<file path="config.mk">
export PLATFORM = sky130hd
export DESIGN_NAME = apb_cmd_queue
export DESIGN_NICKNAME = d
export VERILOG_FILES = /design/src/rtl/apb_cmd_queue.sv
export SDC_FILE = /design/constraint.sdc
export NUM_CORES = 1
export LEC_CHECK = 0
export ABC_CLOCK_PERIOD_IN_PS = 3300
export CAP_MARGIN = 10
export CORE_ASPECT_RATIO = 0.7
export CORE_UTILIZATION = 28
export CTS_BUF_LIST = sky130_fd_sc_hd__clkbuf_2 sky130_fd_sc_hd__clkbuf_4 sky130_fd_sc_hd__clkbuf_8
export CTS_CLUSTER_SIZE = 16
export DETAILED_ROUTE_END_ITERATION = 7
export GPL_ROUTABILITY_DRIVEN = 0
export PLACE_DENSITY = 0.57
export SETUP_SLACK_MARGIN = 0.4
export SLEW_MARGIN = 25
export SYNTH_ARGS = -nofsm -noshare
export SYNTH_HDL_FRONTEND = slang
export SYNTH_SLANG_ARGS = --single-unit
</file>
<file path="constraint.sdc">
create_clock -name pclk -period 3.3 [get_ports pclk]
set_input_delay 0.495 -clock pclk [delete_from_list [all_inputs] [get_ports pclk]]
set_output_delay 0.495 -clock pclk [all_outputs]
set_load 0.03 [all_outputs]
</file>
<file path="src/rtl/apb_cmd_queue.sv">
// -----------------------------------------------------------------------------
// apb_cmd_queue
//
// Command buffer and sequencer in front of the APB master. A producer pushes
// 64-bit commands into a small FIFO. The sequencer issues them one at a time
// as a single-cycle cmd/cmd_vld pulse and waits for the master's completion.
// It then hands a response back to the producer. Only one command is ever in
// flight, so responses come back in push order.
//
// Command layout: [63:60] reserved, [59:56] pstrb, [55:48] op (0 read,
// 1 write), [47:32] paddr, [31:0] pwdata. Any op above 1 is rejected with
// rsp_err and is never issued.
//
// Optional feature macro: APB_CMDQ_TIMEOUT_EN
//   Defined   : WAIT aborts after TIMEOUT cycles without mst_done. The response
//               then carries rsp_timeout=1, rsp_err=1 and rsp_data=0. If
//               mst_done arrives in the expiring cycle, mst_done wins.
//   Undefined : WAIT waits indefinitely and rsp_timeout is constant 0.
//
// Ports:
//   pclk, presetn      clock, asynchronous active-low reset
//   in_cmd/in_vld      producer command and its valid
//   in_rdy             FIFO not full (combinational from the registered count)
//   cmd/cmd_vld        command to the master, one-cycle issue pulse
//   mst_done           master completion pulse
//   mst_rdata          read data, qualified by mst_done
//   mst_slverr         slave error, qualified by mst_done
//   rsp_vld/rsp_rdy    response handshake to the producer
//   rsp_data           read data; 0 for writes and errors
//   rsp_err            slave error or illegal op
//   rsp_timeout        transfer aborted by timeout
//   level              FIFO occupancy, 0..DEPTH
// -----------------------------------------------------------------------------
module apb_cmd_queue #(
  parameter int CMD_WIDTH  = 64,
  parameter int DATA_WIDTH = 32,
  parameter int DEPTH      = 4,
  parameter int TIMEOUT    = 16
) (
  input  logic                     pclk,
  input  logic                     presetn,
  input  logic [CMD_WIDTH-1:0]     in_cmd,
  input  logic                     in_vld,
  output logic                     in_rdy,
  output logic [CMD_WIDTH-1:0]     cmd,
  output logic                     cmd_vld,
  input  logic                     mst_done,
  input  logic [DATA_WIDTH-1:0]    mst_rdata,
  input  logic                     mst_slverr,
  output logic                     rsp_vld,
  input  logic                     rsp_rdy,
  output logic [DATA_WIDTH-1:0]    rsp_data,
  output logic                     rsp_err,
  output logic                     rsp_timeout,
  output logic [$clog2(DEPTH):0]   level
);

  localparam int PW = $clog2(DEPTH);
  localparam int LW = PW + 1;
  localparam logic [LW-1:0] FULL_CNT = LW'(DEPTH);

  // Supported range: DEPTH a power of two >= 2, TIMEOUT >= 1. This block
  // elaborates nothing; it names the legal parameter space in one place.
  if (DEPTH < 2 || (DEPTH & (DEPTH - 1)) != 0 || TIMEOUT < 1) begin : g_unsupported_params
  end

  typedef enum logic [1:0] {
    S_IDLE  = 2'd0,
    S_ISSUE = 2'd1,
    S_WAIT  = 2'd2,
    S_RESP  = 2'd3
  } state_e;

  // FIFO storage and bookkeeping
  logic [CMD_WIDTH-1:0] mem_q [DEPTH];
  logic [PW-1:0]        wr_ptr_q;
  logic [PW-1:0]        rd_ptr_q;
  logic [LW-1:0]        count_q;
  logic                 push_s;
  logic                 pop_s;
  logic [CMD_WIDTH-1:0] head_s;
  logic [7:0]           head_op_s;

  // Sequencer state and registered outputs
  state_e                state_q, state_d;
  logic [CMD_WIDTH-1:0]  cmd_q, cmd_d;
  logic                  cmd_vld_q, cmd_vld_d;
  logic                  rsp_vld_q, rsp_vld_d;
  logic [DATA_WIDTH-1:0] rsp_data_q, rsp_data_d;
  logic                  rsp_err_q, rsp_err_d;
  logic                  rsp_tmo_q, rsp_tmo_d;

`ifdef APB_CMDQ_TIMEOUT_EN
  localparam int TW = $clog2(TIMEOUT + 1);
  localparam logic [TW-1:0] TMO_LAST = TW'(TIMEOUT - 1);
  logic [TW-1:0] tmo_cnt_q, tmo_cnt_d;
`endif

  // in_rdy depends only on full, so a pop never makes room in the same cycle.
  assign in_rdy    = (count_q != FULL_CNT);
  assign level     = count_q;
  assign push_s    = in_vld & in_rdy;
  assign head_s    = mem_q[rd_ptr_q];
  assign head_op_s = head_s[55:48];

  // FIFO data array; storage needs no reset because count_q qualifies it.
  always_ff @(posedge pclk) begin
    if (push_s) begin
      mem_q[wr_ptr_q] <= in_cmd;
    end
  end

  // FIFO pointers and occupancy; pointers wrap naturally at DEPTH.
  always_ff @(posedge pclk or negedge presetn) begin
    if (!presetn) begin
      wr_ptr_q <= '0;
      rd_ptr_q <= '0;
      count_q  <= '0;
    end else begin
      if (push_s) begin
        wr_ptr_q <= wr_ptr_q + PW'(1'b1);
      end
      if (pop_s) begin
        rd_ptr_q <= rd_ptr_q + PW'(1'b1);
      end
      case ({push_s, pop_s})
        2'b10:   count_q <= count_q + LW'(1'b1);
        2'b01:   count_q <= count_q - LW'(1'b1);
        default: count_q <= count_q;
      endcase
    end
  end

  // Next-state and registered-output logic of the sequencer.
  always_comb begin
    state_d    = state_q;
    cmd_d      = cmd_q;
    cmd_vld_d  = 1'b0;
    rsp_vld_d  = rsp_vld_q;
    rsp_data_d = rsp_data_q;
    rsp_err_d  = rsp_err_q;
    rsp_tmo_d  = rsp_tmo_q;
    pop_s      = 1'b0;
`ifdef APB_CMDQ_TIMEOUT_EN
    tmo_cnt_d  = tmo_cnt_q;
`endif
    case (state_q)
      S_IDLE: begin
        if (count_q != '0) begin
          pop_s = 1'b1;
          if (head_op_s <= 8'd1) begin
            // cmd only changes on a real issue so it keeps the last issued value.
            state_d   = S_ISSUE;
            cmd_d     = head_s;
            cmd_vld_d = 1'b1;
          end else begin
            state_d    = S_RESP;
            rsp_vld_d  = 1'b1;
            rsp_data_d = '0;
            rsp_err_d  = 1'b1;
            rsp_tmo_d  = 1'b0;
          end
        end else begin
          state_d = S_IDLE;
        end
      end
      S_ISSUE: begin
        state_d = S_WAIT;
`ifdef APB_CMDQ_TIMEOUT_EN
        tmo_cnt_d = '0;
`endif
      end
      S_WAIT: begin
        if (mst_done) begin
          state_d    = S_RESP;
          rsp_vld_d  = 1'b1;
          // Data is only meaningful for a read that completed without error.
          if ((cmd_q[55:48] == 8'd0) && !mst_slverr) begin
            rsp_data_d = mst_rdata;
          end else begin
            rsp_data_d = '0;
          end
          rsp_err_d  = mst_slverr;
          rsp_tmo_d  = 1'b0;
        end else begin
`ifdef APB_CMDQ_TIMEOUT_EN
          // Count reaches TIMEOUT-1 on the TIMEOUT-th cycle after WAIT entry.
          if (tmo_cnt_q == TMO_LAST) begin
            state_d    = S_RESP;
            rsp_vld_d  = 1'b1;
            rsp_data_d = '0;
            rsp_err_d  = 1'b1;
            rsp_tmo_d  = 1'b1;
          end else begin
            tmo_cnt_d = tmo_cnt_q + TW'(1'b1);
          end
`else
          state_d = S_WAIT;
`endif
        end
      end
      S_RESP: begin
        if (rsp_rdy) begin
          state_d   = S_IDLE;
          rsp_vld_d = 1'b0;
        end else begin
          state_d = S_RESP;
        end
      end
      default: begin
        state_d   = S_IDLE;
        rsp_vld_d = 1'b0;
      end
    endcase
  end

  // Sequencer state and output registers.
  always_ff @(posedge pclk or negedge presetn) begin
    if (!presetn) begin
      state_q    <= S_IDLE;
      cmd_q      <= '0;
      cmd_vld_q  <= 1'b0;
      rsp_vld_q  <= 1'b0;
      rsp_data_q <= '0;
      rsp_err_q  <= 1'b0;
      rsp_tmo_q  <= 1'b0;
    end else begin
      state_q    <= state_d;
      cmd_q      <= cmd_d;
      cmd_vld_q  <= cmd_vld_d;
      rsp_vld_q  <= rsp_vld_d;
      rsp_data_q <= rsp_data_d;
      rsp_err_q  <= rsp_err_d;
      rsp_tmo_q  <= rsp_tmo_d;
    end
  end

`ifdef APB_CMDQ_TIMEOUT_EN
  // Timeout counter for the WAIT state.
  always_ff @(posedge pclk or negedge presetn) begin
    if (!presetn) begin
      tmo_cnt_q <= '0;
    end else begin
      tmo_cnt_q <= tmo_cnt_d;
    end
  end
  assign rsp_timeout = rsp_tmo_q;
`else
  assign rsp_timeout = 1'b0;
`endif

  assign cmd      = cmd_q;
  assign cmd_vld  = cmd_vld_q;
  assign rsp_vld  = rsp_vld_q;
  assign rsp_data = rsp_data_q;
  assign rsp_err  = rsp_err_q;

endmodule

</file>
======== Word-level counts from Yosys, hierarchy flattened ========
Memories as Yosys holds them, arrays and structs flattened.
Cells that the tools add are included.
cells by class
  $add $sub $neg .......................... 4
  muxes and demuxes ....................... 25
  equal/unequal tests ..................... 10
  $lt $le $gt $ge ......................... 1
  reduce and logical (&&, ||, !) cells .... 11
  bitwise gates (word level) .............. 1
operator list
  cell                                                                   number
  32-bit two-way mux                                                     4
  32-bit one-hot mux with 2 select lines                                 1
  1-bit two-way mux                                                      13
  8-bit by 1-bit <= comparator with 1-bit output, second input constant  1
  8-bit zero test                                                        1
  2-bit != test, second input constant                                   4
  2-bit one-hot mux with 4 select lines                                  1
  2-bit equality test, second input constant                             3
  2-bit two-way mux                                                      3
  3-bit one-hot mux with 2 select lines                                  1
  3-bit nonzero test                                                     2
  5-bit AND reduction                                                    1
  2-bit by 1-bit adder with 2-bit output, second input constant          2
  2-bit by 1-bit equality test with 1-bit output, second input constant  2
  4-bit AND reduction                                                    1
  2-bit nonzero test                                                     2
  3-bit by 1-bit adder with 3-bit output, second input constant          1
  3-bit != test, second input constant                                   1
  1-bit one-hot mux with 3 select lines                                  1
  3-bit AND reduction                                                    1
  3-bit by 1-bit subtractor with 3-bit output, second input constant     1
  2-bit zero test                                                        1
  1-bit one-hot mux with 2 select lines                                  1
  1-bit bitwise AND                                                      1
  2 further kinds                                                        2
word-level totals
  flip-flop bits (word level) ............. 108
  output and inout bits ................... 104
  RAM bits ................................ 256
  bits of input ports ..................... 102
  word-level logic and storage cells ...... 62
  memories ................................ 1
memories
  memory  words  bits a word  read ports  clocked after Yosys merged registers in  wr ports  line  text
  mem_q   4      64           1           0                                        1         75    logic [CMD_WIDTH-1:0] mem_q [DEPTH];

======== Depth between registers and ports, before layout ========
Gate-level depths: netlist (run 1).
  depth after elaboration ................. 5
  gate-level depth with buffers ........... 10
  depth with buffers taken out ............ 10

======== Worst setup path after synthesis (run 1) ========
OpenSTA, ideal clock, no wires.
  path kind ............................... register to register
  start point ............................. register count_q[0] (netlist: level[0])
  end point ............................... memory mem_q[0][0], enable pin
  clock period less this slack ............ 3.096 ns
  required time ........................... 2.871 ns
  data arrival time ....................... 2.667 ns
  setup time .............................. 0.429 ns
  cell stages (with the launch flop) ...... 4
  setup slack ............................. 0.204 ns
  path buffers ............................ 0
  cells stage by stage .................... dfrtp_1 > inv_1 > nand3_1 > and3_1
on the way
  word-level cells in the longest chain between the ends .. 4
ends and longest elaborated chain
  what                                     line  text
  from (decl)                              78    logic [LW-1:0] count_q;
  from (signal assigned)                   127   2'b10: count_q <= count_q + LW'(1'b1);
  from (signal assigned)                   128   2'b01: count_q <= count_q - LW'(1'b1);
  from (signal assigned)                   129   default: count_q <= count_q;
  3-bit != test                            100   assign in_rdy = (count_q != FULL_CNT);
  via in_rdy                               44    output logic in_rdy,
  1-bit bitwise AND                        102   assign push_s = in_vld & in_rdy;
  1-bit two-way mux                        108   if (push_s) begin
  1-bit two-way mux (not written as such)  109   mem_q[wr_ptr_q] <= in_cmd;
  to (decl)                                75
The timed path passes the listed nets, and every way through them passes these cells.

======== Final worst setup path (run 1) ========
  start point ............................. register count_q[0] (netlist: level[0])
  end point ............................... output in_rdy
on the way
  word-level cells in the longest chain between the ends .. 1
ends and longest elaborated chain
  what           line
  3-bit != test  100
  to (decl)      44
No other way between the ends.

==> impl_metrics.env, run 1 <==
export IMPL_antenna_found_initial=2
export IMPL_core_area_sq_mm=0.0467
export IMPL_async_flop_share=0.297
export IMPL_areaGrowthSynthToFinish_pct=31.8
export IMPL_multi_input_comb_area_sq_mm=0.00273
export IMPL_path_class="register to output pin"
export IMPL_cts_tree="built"
export IMPL_synth_cell_type_count=37
export IMPL_p_leak_nw=6.48
export IMPL_ant_nets=0
export IMPL_path_max_fanout=6
export IMPL_row_count=66
export IMPL_clock_path_buffers=3
export IMPL_vias=6696
export IMPL_rr_worst_depth=6
export IMPL_drcViolationCount=0
export IMPL_worst_slew_pin_slew_ns=1.01
export IMPL_grt_first_pass_wirelength_mm=45.0
export IMPL_finalCritPeriodShare=0.792
export IMPL_fp_dieH_um=185
export IMPL_ys_ff_latch=364
export IMPL_synthFlopType="edfxtp_1"
export IMPL_path_clk_slew_ns=0.06
export IMPL_track_usage=0.123
export IMPL_hold_buffers=1
export IMPL_power_density_mw_per_mm2=816
export IMPL_ir_drop_uv=336
export IMPL_start_util=0.285
export IMPL_path_delay_family="buffers and inverters"
export IMPL_drt_iter0_markers=336
export IMPL_clk_latency_ns=0.62
export IMPL_syn_avg_cell_area_sq_um=21.8
export IMPL_place_hpwl_mm=17.6
export IMPL_synth_net_count=721
export IMPL_max_cap_violations=0
export IMPL_fin_nets=977
export IMPL_slew_viol_final=0
export IMPL_finalSetupViolCount=0
export IMPL_fmax_mhz=383
export IMPL_port_buffers=204
export IMPL_crit_chain="inv_1, nand3_1, clkdlybuf4s50_1"
export IMPL_synthCells=613
export IMPL_htree_levels=2
export IMPL_via_per_inst=4.37
export IMPL_cts_buffers=58
export IMPL_grt_max_degree=59
export IMPL_grt_overflow_total=0
export IMPL_drive_gt1_frac=0.229
export IMPL_cp_end_kind="output pin"
export IMPL_place_ws_ns=0.909
export IMPL_rsz0062_at_grt="false"
export IMPL_final_cell_mix="256 x edfxtp_1, 203 x clkdlybuf4s50_1, 106 x dfrtp_1"
export IMPL_crit_required_ns=2.80
export IMPL_r2r_end="cmd[41]$_DFFE_PN0P_"
export IMPL_grt_pass1_vias=7222
export IMPL_final_common_cell="edfxtp_1"
export IMPL_fillers=4340
export IMPL_wire_per_inst_um=19.3
export IMPL_seqCellArea_sq_mm=0.0104
export IMPL_fin_skew_ns=0.0290
export IMPL_fin_setup_tns_ns=0
export IMPL_cts_root_buf="clkbuf_8"
export IMPL_drt_wl_total_mm=29.7
export IMPL_design_area_sq_mm=0.0176
export IMPL_slew_headroom=0.328
export IMPL_first_pass_iters=4
export IMPL_finalHoldViolCount=0
export IMPL_die_area_sq_mm=0.0485
export IMPL_netlist_area_sq_mm=0.0133
export IMPL_cts_resized=0
export IMPL_cpMaxStageDelayCell="clkdlybuf4s50_1"
export IMPL_cp_arrival_ns=2.12
export IMPL_place_area_sq_mm=0.0162
export IMPL_synth_edff_count=256
export IMPL_setup_ws_ns=0.687
export IMPL_top_level_ports=206
export IMPL_hold_path_class="input pin to asynchronous set/reset pin"
export IMPL_cp_slowest_stage_delay_ns=0.73
export IMPL_clock_sinks=364
export IMPL_rrSetupSlack_ns=0.93
export IMPL_outcome="complete, no violations"
export IMPL_cp_start_kind="register"
export IMPL_yosys_warnings=0
export IMPL_period_minus_slack_ns=2.61
export IMPL_post_cts_buffers=0
export IMPL_seq_area_frac_synth=0.779
export IMPL_path_buf_inv=2
export IMPL_die_w_um=263
export IMPL_reg2reg_from="rd_ptr_q[1]$_DFFE_PN0P_"
[per-stage QoR]
stage | hold WS, ns | std cells | utilization | total power, mW
4_1_cts | 0.416 | 1531 | 0.376 | 14.6
5_1_grt | 0.430 | 1532 | 0.376 | 15.1
3_5_place_dp | 0.474 | 1420 | 0.347 | 10.2
2_1_floorplan | 0.199 | 613 | - | 8.65
3_3_place_gp | 0.469 | 1420 | 0.347 | 10.2
6_report | 0.462 | 1534 | 0.376 | 14.3
[layer usage]
metal | vias to the layer above | track usage | wire, um | share of wire
met5 | - | 0 | 0 | 0
met4 | 0 | 0.0360 | 584 | 0.020
met3 | 62 | 0.0335 | 1580 | 0.053
met2 | 157 | 0.195 | 14100 | 0.47
met1 | 3495 | 0.165 | 13400 | 0.45
li1 | 2982 | - | - | -
[synth_stat cells, types with 4 or more instances]
library cell,count,area share
nor2b_1,7,0.0033
inv_1,10,0.0028
edfxtp_1,256,0.58
and3_1,6,0.0028
xnor2_1,4,0.0026
buf_4,5,0.0028
nand2_1,4,0.0011
clkbuf_1,14,0.0039
mux2_1,42,0.035
mux4_2,59,0.10
a22o_1,32,0.021
buf_8,4,0.0045
dfrtp_1,108,0.20
nor2_1,10,0.0028
mux2_2,15,0.013
o21ai_0,4,0.0015
ha_1,5,0.0047
[worst max path at each step]
stage | startpoint | end | slack, ns | cells after the start
global route | level[0]$_DFFE_PN0P_ | in_rdy | 0.52 | 3
global placement | in_vld | level[2]$_DFFE_PN0P_ | 0.92 | 9
detailed placement | rd_ptr_q[1]$_DFFE_PN0P_ | cmd[62]$_DFFE_PN0P_ | 0.91 | 6
floorplan | level[0]$_DFFE_PN0P_ | level[2]$_DFFE_PN0P_ | 0.89 | 10
CTS | level[0]$_DFFE_PN0P_ | in_rdy | 0.62 | 3
finish | level[0]$_DFFE_PN0P_ | in_rdy | 0.69 | 3
[power breakdown]
group          total [mW]  internal [mW]  switching (mW)
Combinational        3.71           1.71            2.00
Clock                4.35           2.53            1.82
Sequential           6.28           5.90           0.379
[logic make-up (layout without fill, tap and decap cells)]
| logic type | Yosys count | in the layout | share of synthesized area |
|---|---|---|---|
| fa+ha+maj | 6 | 6 | 0.00619 |
| buf+inv | 39 | 345 | 0.0177 |
| compound gates | 42 | 42 | 0.0276 |
| other cells | 1 | 4 | 0.000281 |
| flops | 364 | 364 | 0.779 |
| simple gates | 38 | 38 | 0.0166 |
| mux | 117 | 117 | 0.149 |
| xor+xnor | 6 | 6 | 0.00394 |
[layout make-up]
| cell class | instances | share of cell area |
|---|---|---|
| flip-flops and latches | 364 | 0.592 |
| multi-input cells | 210 | 0.155 |
| repair buffers | 225 | 0.130 |
| clock buffers | 87 | 0.0625 |
| well taps | 612 | 0.0436 |
| clock inverters | 23 | 0.0146 |
| inverters | 10 | 0.00214 |
| diodes | 3 | 0.000427 |
[state kept, by name, summed over array words and instances, names as in the netlist]
| name | count |
|---|---|
| level | 3 |
| rsp_vld | 1 |
| wr_ptr_q | 2 |
| rsp_err | 1 |
| cmd_vld | 1 |
| mem_q | 256 |
| state_q | 2 |
| cmd | 64 |
| rsp_data | 32 |
| rd_ptr_q | 2 |
Power figures use the tool's default switching activity.
==> inputs of run 2 (changes only) <==
ABC_CLOCK_PERIOD_IN_PS = 2700   (was 3300)
clock period = 2.7 ns   (was 3.3 ns; I/O delays follow)
==> run 2 against run 1 <==
Via count is 2.1% higher. Hold slack worse by 0.21 ns. Setup slack worse by 0.24 ns. Critical path depth is 4 higher. Global-route usage is 0.43 points higher. Clock power is 14% higher. Critical endpoint is now cmd[9]$_DFFE_PN0P_. Largest power group unchanged.
==> impl_metrics.env, run 2 (synthesis results as in run 1) <==
export IMPL_vias=6835
export IMPL_holdWs_ns=0.251
export IMPL_cpMaxStageDelayCell="or4_4"
export IMPL_via_per_inst=4.42
export IMPL_fillers=4263
export IMPL_crit_chain="or4_4, nand3_2, o2111ai_4, nor2_4, buf_12, buf_16, mux2_2"
export IMPL_ir_drop_uv=390
export IMPL_first_pass_iters=6
export IMPL_grt_pass1_vias=7243
export IMPL_fin_setup_tns_ns=0
export IMPL_drive_gt1_frac=0.245
export IMPL_reg2reg_from="rd_ptr_q[1]$_DFFE_PN0P_"
export IMPL_rsz0062_at_grt="true"
export IMPL_path_class="register to register"
export IMPL_core_area_sq_mm=0.0467
export IMPL_crit_start="rd_ptr_q[1]$_DFFE_PN0P_"
export IMPL_finalSetupViolCount=0
export IMPL_period_minus_slack_ns=2.26
export IMPL_drt_iter0_markers=347
export IMPL_final_cells=1546
export IMPL_final_common_cell="edfxtp_1"
export IMPL_areaGrowthSynthToFinish_pct=33.1
export IMPL_crit_required_ns=3.18
export IMPL_rr_worst_depth=7
export IMPL_cp_end_kind="register"
export IMPL_clk_latency_ns=0.62
export IMPL_row_count=66
export IMPL_finalHoldViolCount=0
export IMPL_place_hpwl_mm=18.4
export IMPL_cp_start_kind="register"
export IMPL_max_cap_violations=0
export IMPL_path_max_fanout=15
export IMPL_slew_headroom=0.571
export IMPL_fp_dieH_um=185
export IMPL_fin_nets=990
export IMPL_drt_wl_total_mm=31.7
export IMPL_path_clk_slew_ns=0.06
export IMPL_hold_path_class="input pin to asynchronous set/reset pin"
export IMPL_antenna_found_initial=3
export IMPL_wire_per_inst_um=20.5
export IMPL_clock_sinks=364
export IMPL_largest_reg_flops=256
export IMPL_top_register="mem_q"
export IMPL_cts_tree="built"
export IMPL_drcViolationCount=0
export IMPL_grt_first_pass_wirelength_mm=46.2
export IMPL_port_buffers=204
export IMPL_clock_path_buffers=3
export IMPL_slew_viol_final=0
export IMPL_path_buf_inv=2
export IMPL_dp_cells=1420
export IMPL_worst_slew_pin_slew_ns=0.643
export IMPL_start_util=0.285
export IMPL_cts_buffers=58
export IMPL_final_cell_mix="256 x edfxtp_1, 200 x clkdlybuf4s50_1, 106 x dfrtp_1"
export IMPL_fmax_mhz=443
export IMPL_outcome="complete, no violations"
export IMPL_grt_overflow_total=0
export IMPL_cp_num_cells=7
export IMPL_htree_levels=2
export IMPL_cp_slowest_stage_delay_ns=0.54
export IMPL_path_delay_family="simple AND/OR/NAND/NOR gates"
export IMPL_cp_arrival_ns=2.74
export IMPL_ant_nets=0
export IMPL_fin_skew_ns=0.0405
export IMPL_grt_max_degree=65
export IMPL_die_area_sq_mm=0.0485
export IMPL_top_level_ports=206
export IMPL_track_usage=0.127
export IMPL_die_w_um=263
export IMPL_rrSetupSlack_ns=0.44
export IMPL_crit_path_end="cmd[9]$_DFFE_PN0P_"
export IMPL_finalCritPeriodShare=0.836
export IMPL_cts_root_buf="clkbuf_8"
export IMPL_r2r_end="cmd[9]$_DFFE_PN0P_"
export IMPL_p_leak_nw=6.57
export IMPL_power_density_mw_per_mm2=978
==> run 2: what timing repair did <==
action                                  4_1_cts  5_1_grt
hold buffers                                  1        0
pin swaps                                     1        2
endpoints found under the setup margin       59       60
gates cloned                                  2        4
resized for setup                             3        7
endpoints found under the hold margin        28        0
buffers inserted                              3        4
==> run 2: worst register-to-register path: cells and delay by family, from the launching register on <==
family                 cells  cell delay [ns]
AO/OA/AOI/OAI              1             0.13
AND/OR/NAND/NOR            3             0.77
buffers and inverters      2             0.38
flip-flops                 1             0.51
multiplexers               1             0.36
==> run 2: stage by stage <==
step	total power [mW]	utilization	worst slack, ns	cell area [sq um]
after floorplan	10.6	-	0.434	13300
after global placement	12.5	0.348	0.351	16300
after detailed placement	12.6	0.348	0.311	16300
after CTS	17.7	0.377	0.316	17600
after global routing	18.3	0.380	0.366	17700
final	17.4	0.380	0.443	17800
==> run 2: worst min-delay path by stage <==
stage | to | slack [ns] | from | depth (start not counted)
2_1_floorplan | cmd[0]$_DFFE_PN0P_ | 0.11 | presetn | 0
3_3_place_gp | cmd[29]$_DFFE_PN0P_ | 0.33 | presetn | 1
3_5_place_dp | cmd[29]$_DFFE_PN0P_ | 0.33 | presetn | 1
4_1_cts | cmd[29]$_DFFE_PN0P_ | 0.21 | presetn | 2
5_1_grt | cmd[29]$_DFFE_PN0P_ | 0.24 | presetn | 2
6_report | cmd[29]$_DFFE_PN0P_ | 0.25 | presetn | 2
==> run 2: layout make-up <==
cell class,count,area [sq um],share of cell area
diodes,2,5.00,0.000282
clock buffers,94,1130,0.0637
clock inverters,16,110,0.00620
inverters,10,37.5,0.00211
multi-input cells,210,2750,0.155
flip-flops and latches,364,10400,0.586
well taps,612,766,0.0431
repair buffers,238,2560,0.144
==> run 2: power breakdown <==
group / switching, mW / internal (mW)
Clock: 2.21 / 2.75
Combinational: 2.59 / 2.18
Sequential: 0.408 / 7.21
Total: 5.21 / 12.1
==> run 2: layer usage <==
| metal | wire length, um | GRT usage |
|---|---|---|
| met1 | 14700 | 0.177 |
| met2 | 14800 | 0.197 |
| met3 | 1610 | 0.0349 |
| met4 | 475 | 0.0332 |
| met5 | 13 | 0 |
==> inputs of run 3 (changes only) <==
ABC_CLOCK_PERIOD_IN_PS = 2200   (was 2700)
clock period = 2.2 ns   (was 2.7 ns; I/O delays follow)
==> run 3 against run 2 <==
The flow now finishes with violations (negative setup slack). Critical path depth is 1 higher. Utilization is 0.37 points higher. Count of clock-buffer cells in the layout is 5 lower. Cell count is 1.3% higher. Power is 21% higher. Setup slack worse by 0.46 ns. Die area stayed put. Sequential share of layout area is 0.54 points lower.
==> impl_metrics.env, run 3 (synthesis results as in run 1) <==
export IMPL_outcome="finished with violations"
export IMPL_violations="negative setup slack"
export IMPL_place_ws_ns=-0.0775
export IMPL_crit_chain="or4b_4, o41ai_2, o2111ai_4, nor2_4, buf_6, buf_12, clkbuf_16, mux2_1"
export IMPL_cts_buffers=60
export IMPL_cts_tree="built"
export IMPL_track_usage=0.123
export IMPL_hold_path_class="input pin to asynchronous set/reset pin"
export IMPL_clock_path_buffers=3
export IMPL_first_pass_iters=4
export IMPL_switching_power_mw=6.34
export IMPL_path_max_fanout=8
export IMPL_antenna_found_initial=3
export IMPL_top_register="mem_q"
export IMPL_p_clk_frac=0.276
export IMPL_fmax_mhz=451
export IMPL_path_clk_slew_ns=0.06
export IMPL_fillers=4314
export IMPL_ir_drop_uv=473
export IMPL_start_util=0.285
export IMPL_final_cell_mix="256 x edfxtp_1, 103 x dfrtp_1, 100 x clkdlybuf4s50_1"
export IMPL_fin_skew_ns=0.0131
export IMPL_core_area_sq_mm=0.0467
export IMPL_cp_end_kind="register"
export IMPL_drt_iter0_markers=289
export IMPL_grt_max_degree=71
export IMPL_grt_first_pass_wirelength_mm=44.6
export IMPL_period_minus_slack_ns=2.22
export IMPL_finalHoldViolCount=0
export IMPL_fin_util=0.383
export IMPL_port_buffers=204
export IMPL_slew_headroom=0.616
export IMPL_areaGrowthSynthToFinish_pct=34.4
export IMPL_vias=6792
export IMPL_htree_levels=2
export IMPL_power_frac_comb=0.280
export IMPL_slew_viol_final=0
export IMPL_cpMaxStageDelayCell="or4b_4"
export IMPL_row_count=66
export IMPL_power_density_mw_per_mm2=1170
export IMPL_grt_overflow_total=0
export IMPL_seqPwrFrac=0.444
export IMPL_crit_required_ns=2.68
export IMPL_finalCritPeriodShare=1.01
export IMPL_path_delay_family="simple AND/OR/NAND/NOR gates"
export IMPL_rr_worst_depth=8
export IMPL_max_cap_violations=0
export IMPL_r2r_end="cmd[43]$_DFFE_PN0P_"
export IMPL_drt_wl_total_mm=30.3
export IMPL_route_met2_wl_mm=14.8
export IMPL_p_leak_nw=6.95
export IMPL_finalSetupViolCount=1
export IMPL_grt_pass1_vias=7193
export IMPL_largest_reg_flops=256
export IMPL_rsz0062_at_grt="true"
export IMPL_drcViolationCount=0
export IMPL_p_sw_frac=0.302
export IMPL_drive_gt1_frac=0.306
export IMPL_clk_latency_ns=0.60
export IMPL_cp_arrival_ns=2.70
export IMPL_ant_nets=0
export IMPL_fin_nets=1009
export IMPL_reg2reg_from="rd_ptr_q[1]$_DFFE_PN0P_"
export IMPL_path_class="register to register"
export IMPL_setup_ws_ns=-0.0176
export IMPL_internal_power_mw=14.7
export IMPL_fp_dieH_um=185
export IMPL_dr_max_layer_used="met5"
export IMPL_wl_met3_mm=1.65
export IMPL_die_area_sq_mm=0.0485
export IMPL_clock_sinks=364
export IMPL_cp_start_kind="register"
export IMPL_cts_root_buf="clkbuf_8"
export IMPL_final_common_cell="edfxtp_1"
export IMPL_wl_met1_mm=13.3
export IMPL_place_hpwl_mm=17.4
export IMPL_via_per_inst=4.34
export IMPL_die_w_um=263
export IMPL_top_level_ports=206
export IMPL_path_buf_inv=3
export IMPL_wire_per_inst_um=19.3
export IMPL_rrSetupSlack_ns=-0.02
export IMPL_worst_slew_pin_slew_ns=0.576
export IMPL_cp_slowest_stage_delay_ns=0.48
==> run 3: worst max path at each step <==
| stage | startpoint | end | cells after the start | slack, ns |
|---|---|---|---|---|
| global route | rd_ptr_q[1]$_DFFE_PN0P_ | cmd[43]$_DFFE_PN0P_ | 8 | -0.07 |
| finish | rd_ptr_q[1]$_DFFE_PN0P_ | cmd[43]$_DFFE_PN0P_ | 8 | -0.02 |
| global placement | rd_ptr_q[1]$_DFFE_PN0P_ | cmd[1]$_DFFE_PN0P_ | 6 | -0.01 |
| CTS | rd_ptr_q[1]$_DFFE_PN0P_ | cmd[45]$_DFFE_PN0P_ | 8 | -0.03 |
| floorplan | rd_ptr_q[1]$_DFFE_PN0P_ | cmd[12]$_DFFE_PN0P_ | 8 | 0.18 |
| detailed placement | rd_ptr_q[1]$_DFFE_PN0P_ | cmd[28]$_DFFE_PN0P_ | 6 | -0.08 |
==> run 3: per-stage QoR <==
stage | TNS (ns) | cell area (sq um) | power (mW) | std cells | hold slack, ns
global placement | -0.0675 | 16400 | 15.4 | 1424 | 0.182
CTS | -0.249 | 17800 | 21.4 | 1556 | 0.0929
floorplan | 0 | 13500 | 13.1 | 613 | 0.0344
global route | -0.865 | 17900 | 22.2 | 1565 | 0.119
finish | -0.0176 | 17900 | 21.0 | 1566 | 0.142
detailed placement | -1.96 | 16400 | 15.5 | 1424 | 0.183
==> run 3: worst reg2reg max path, stage by stage, from the launching register on <==
cell	delay, ns
dfrtp_4	0.46
or4b_4	0.48
o41ai_2	0.09
o2111ai_4	0.17
nor2_4	0.16
buf_6	0.14
buf_12	0.12
clkbuf_16	0.16
mux2_1	0.32
==> run 3: metal layers <==
metal,GRT usage,up-vias
met5,0,-
met2,0.202,139
met4,0.0320,4
met3,0.0361,46
li1,-,3052
met1,0.158,3551
==> run 3: power groups by stage <==
stage / clock (mW) / combinational (mW) / sequential (mW)
6_report: 5.80 / 5.88 / 9.32
5_1_grt: 6.39 / 6.33 / 9.45
4_1_cts: 6.08 / 5.95 / 9.33
3_5_place_dp: 0 / 6.01 / 9.50
3_3_place_gp: 0 / 5.98 / 9.46
2_1_floorplan: 0 / 2.99 / 10.1
==> run 3: repair_timing <==
item	CTS	global route
gates cloned	2	3
endpoints found under the hold margin	108	0
resized for setup	145	26
buffers inserted	15	6
pin swaps	6	7
hold buffers	1	0
endpoints found under the setup margin	204	120
==> run 3: cell type report <==
cell class	instances	area, sq um	share of cell area
Sequential cell	364	10400	0.580
Clock buffer	89	1070	0.0600
Multi-Input combinational cell	210	2910	0.162
Inverter	10	40.0	0.00223
Antenna cell	1	2.50	0.000140
Tap cell	612	766	0.0427
Clock inverter	25	121	0.00677
Timing Repair Buffer	255	2610	0.146
==> edit, RTL diff (config.mk and constraints of run 1) <==
The 4 states of `state_e` get a one-hot encoding in 4 bits.
--- a/src/rtl/apb_cmd_queue.sv
+++ b/src/rtl/apb_cmd_queue.sv
@@ -66,7 +66,7 @@
 
-  typedef enum logic [1:0] {
-    S_IDLE  = 2'd0,
-    S_ISSUE = 2'd1,
-    S_WAIT  = 2'd2,
-    S_RESP  = 2'd3
+  typedef enum logic [3:0] {
+    S_IDLE  = 4'b0001,
+    S_ISSUE = 4'b0010,
+    S_WAIT  = 4'b0100,
+    S_RESP  = 4'b1000
   } state_e;
Function: no difference found for any inputs over 4 cycles, from zero or initial values and one cycle with presetn low; so few cycles prove little.
==> edit against run 1 <==
  * Sequential share of layout area fell by 0.69 points
  * Sequential cell count rose by 2
  * Area after synthesis increased by 1.8%
  * Cell area is 1.7% higher
  * Die area up 1.8%
  * Critical path type is now reg2reg
  * Power decreased by 0.97%
  * Largest cell class unchanged
  * Wire length is 0.82% higher
  * Hold slack worse by 0.00086 ns
  * Setup slack better by 0.0055 ns
  * Largest power group unchanged
==> edit: results (changes against run 1) <==
OUTCOME
-----------------------------------------------------------------------------------------------------------------
Run status ......................................................................................... finished clean

CTS
-----------------------------------------------------------------------------------------------------------------
Number of gates given a new drive strength after cts ...............................................            0   unchanged
Clock input transition at the sequential cells of the worst setup and hold paths ...................      0.07 ns
Root Buffer ........................................................................................     clkbuf_8
CTS buffer count ...................................................................................           60   +3.4%

DRT
-----------------------------------------------------------------------------------------------------------------
Number of DRC markers in iteration 0 ...............................................................          300   -11%
Count of vias placed by the detailed router ........................................................         6802   +1.6%
Aggregate routed wire length .......................................................................     29900 µm   +0.82%

YOSYS
-----------------------------------------------------------------------------------------------------------------
Top cell types by occurrence after synthesis ....................................................... 256 x edfxtp_1, 109 x dfrtp_1, 57 x mux4_2
Synthesized-area fraction occupied by xor and xnor cells ...........................................      0.00387   -0.0000697
Register area share after synthesis ................................................................        0.769   -0.0100
Distinct cell type count after synthesis ...........................................................           44   +19%
Cell types occupying the most area after synthesis ................................................. edfxtp_1 57%, dfrtp_1 20%, mux4_2 9.5%, mux2_4 4.4%, a22o_1 2.1%
Total of warnings raised by yosys ..................................................................            0   unchanged
Post-synthesis mux area share ......................................................................        0.155   +0.00668
Arithmetic-cell share of the synthesized area counting full adders, half adders and majority gates .      0.00608   -0.000110
Compound-cell area share of the yosys netlist ......................................................       0.0294   +0.00182
Number of nets produced by synthesis ...............................................................          739   +2.5%
Asr flop ratio synth ...............................................................................        0.301   +0.00384
Top flip-flop cell by instance count after synthesis ...............................................     edfxtp_1

GLOBAL ROUTE
-----------------------------------------------------------------------------------------------------------------
Wire length of the first global-routing pass .......................................................     45000 µm   about the same
Global routing usage summed across all routing layers ..............................................        0.122   -0.00141
Antenna violations before repair ...................................................................            2   unchanged
Largest net degree at the start of global routing ..................................................           66   +12%
Via count of the first global-routing pass .........................................................         7293   +0.98%

PLACEMENT
-----------------------------------------------------------------------------------------------------------------
Hpwl dp ............................................................................................     18100 µm   +2.5%

POWER AND IR DROP
-----------------------------------------------------------------------------------------------------------------
Static power due to leakage ........................................................................      6.63 nW   +2.3%
Worst vdd rail ir drop .............................................................................     0.303 mV   -9.6%

CELLS AND AREA
-----------------------------------------------------------------------------------------------------------------
Final layout net count .............................................................................          999   +2.3%
Fraction of final layout cells with drive strength greater than 1 ..................................        0.262   +0.0335
Antenna diode count ................................................................................            0   -3
Fill cell instance count of the final layout .......................................................         4358   +0.41%
Largest register FFs ...............................................................................          256   unchanged
Register containing the most flip-flops in the final layout ........................................        mem_q

TIMING
-----------------------------------------------------------------------------------------------------------------
Setup Skew .........................................................................................    0.0295 ns   +0.000511 ns
Actual transition at the worst max-transition pin ..................................................     0.880 ns   -0.128 ns

SETUP PATH
-----------------------------------------------------------------------------------------------------------------
Worst path arrival time ............................................................................      3.08 ns   +0.96 ns
Worst-path maximum fanout ..........................................................................           54   +48

-- edit: changes by cell type in the layout (fill, tap and decap cells not counted), sizes merged, moves of 3 or more --
cell,change
and2,+7
nor3,+4
diode,-3
nand2,+4
nor4b,+4
nor2b,-6
nor2,-4
clkbuf,-6
-- edit: area by class of cell --
class	instances	area, µm²	share of cell area
clock inverter	29	288	0.0161
inverter	10	37.5	0.00210
clock buffer	81	1010	0.0565
sequential	366	10400	0.585
multi-input combinational	226	2970	0.166
tap	655	820	0.0459
timing repair buffer	227	2290	0.128
-- edit: stage by stage --
| stage | hold WS (ns) | instances | worst slack [ns] | utilization | cell area, µm² |
|---|---|---|---|---|---|
| 2_1_floorplan | 0.199 | 631 | 0.902 | - | 13600 |
| 3_3_place_gp | 0.488 | 1483 | 0.701 | 0.346 | 16600 |
| 3_5_place_dp | 0.491 | 1483 | 0.686 | 0.346 | 16600 |
| 4_1_cts | 0.419 | 1594 | 0.643 | 0.373 | 17900 |
| 5_1_grt | 0.445 | 1594 | 0.477 | 0.373 | 17900 |
| 6_report | 0.461 | 1594 | 0.693 | 0.373 | 17900 |
-- edit: final timing paths --
kind                            depth (start not counted)      endpoint  slack [ns]          from
worst max-delay path                                    6       cmd[35]        0.69   rd_ptr_q[1]
worst min-delay path                                    2       cmd[31]        0.46       presetn
worst max register to register                          6       cmd[35]        0.69   rd_ptr_q[1]
worst min register to register                          1  rsp_data[15]        0.50  rsp_data[15]
max in group asynchronous                               3  rsp_data[25]        2.07       presetn
min in group pclk                                       2   rsp_data[2]        0.49  mst_rdata[2]
-- edit: kinds of logic (layout without fill, tap and decap cells) --
kind of cell / count (synthesis) / in the layout
AO/OA/AOI/OAI: 47 / 47
XOR/XNOR: 6 / 6
adder cells (fa/ha/maj): 6 / 6
buffers and inverters: 39 / 347
flip-flops: 366 / 366
multiplexers: 117 / 117
other: 1 / 1
AND/OR/NAND/NOR: 49 / 49
-- edit: layer usage --
| layer | share of wire | wire (µm) | global-route usage |
|---|---|---|---|
| met5 | 0.00040 | 12 | 0 |
| met4 | 0.016 | 469 | 0.0324 |
| met3 | 0.052 | 1550 | 0.0353 |
| met2 | 0.47 | 14000 | 0.192 |
| met1 | 0.46 | 13900 | 0.164 |
-- edit: worst max-delay path, cell delays in order, from the launching register on --
cell	delay, ns
dfrtp_4	0.66
nor4b_1	0.36
a22oi_1	0.14
a221oi_2	0.41
nand2_4	0.20
buf_12	0.29
mux2_4	0.35
-- edit: power breakdown --
part | switching, mW | total (mW) | internal, mW | leakage [nW]
Clock | 1.80 | 4.25 | 2.45 | 0.676
Sequential | 0.396 | 6.29 | 5.89 | 3.83
Combinational | 1.91 | 3.66 | 1.75 | 2.12
Total | 4.10 | 14.2 | 10.1 | 6.63
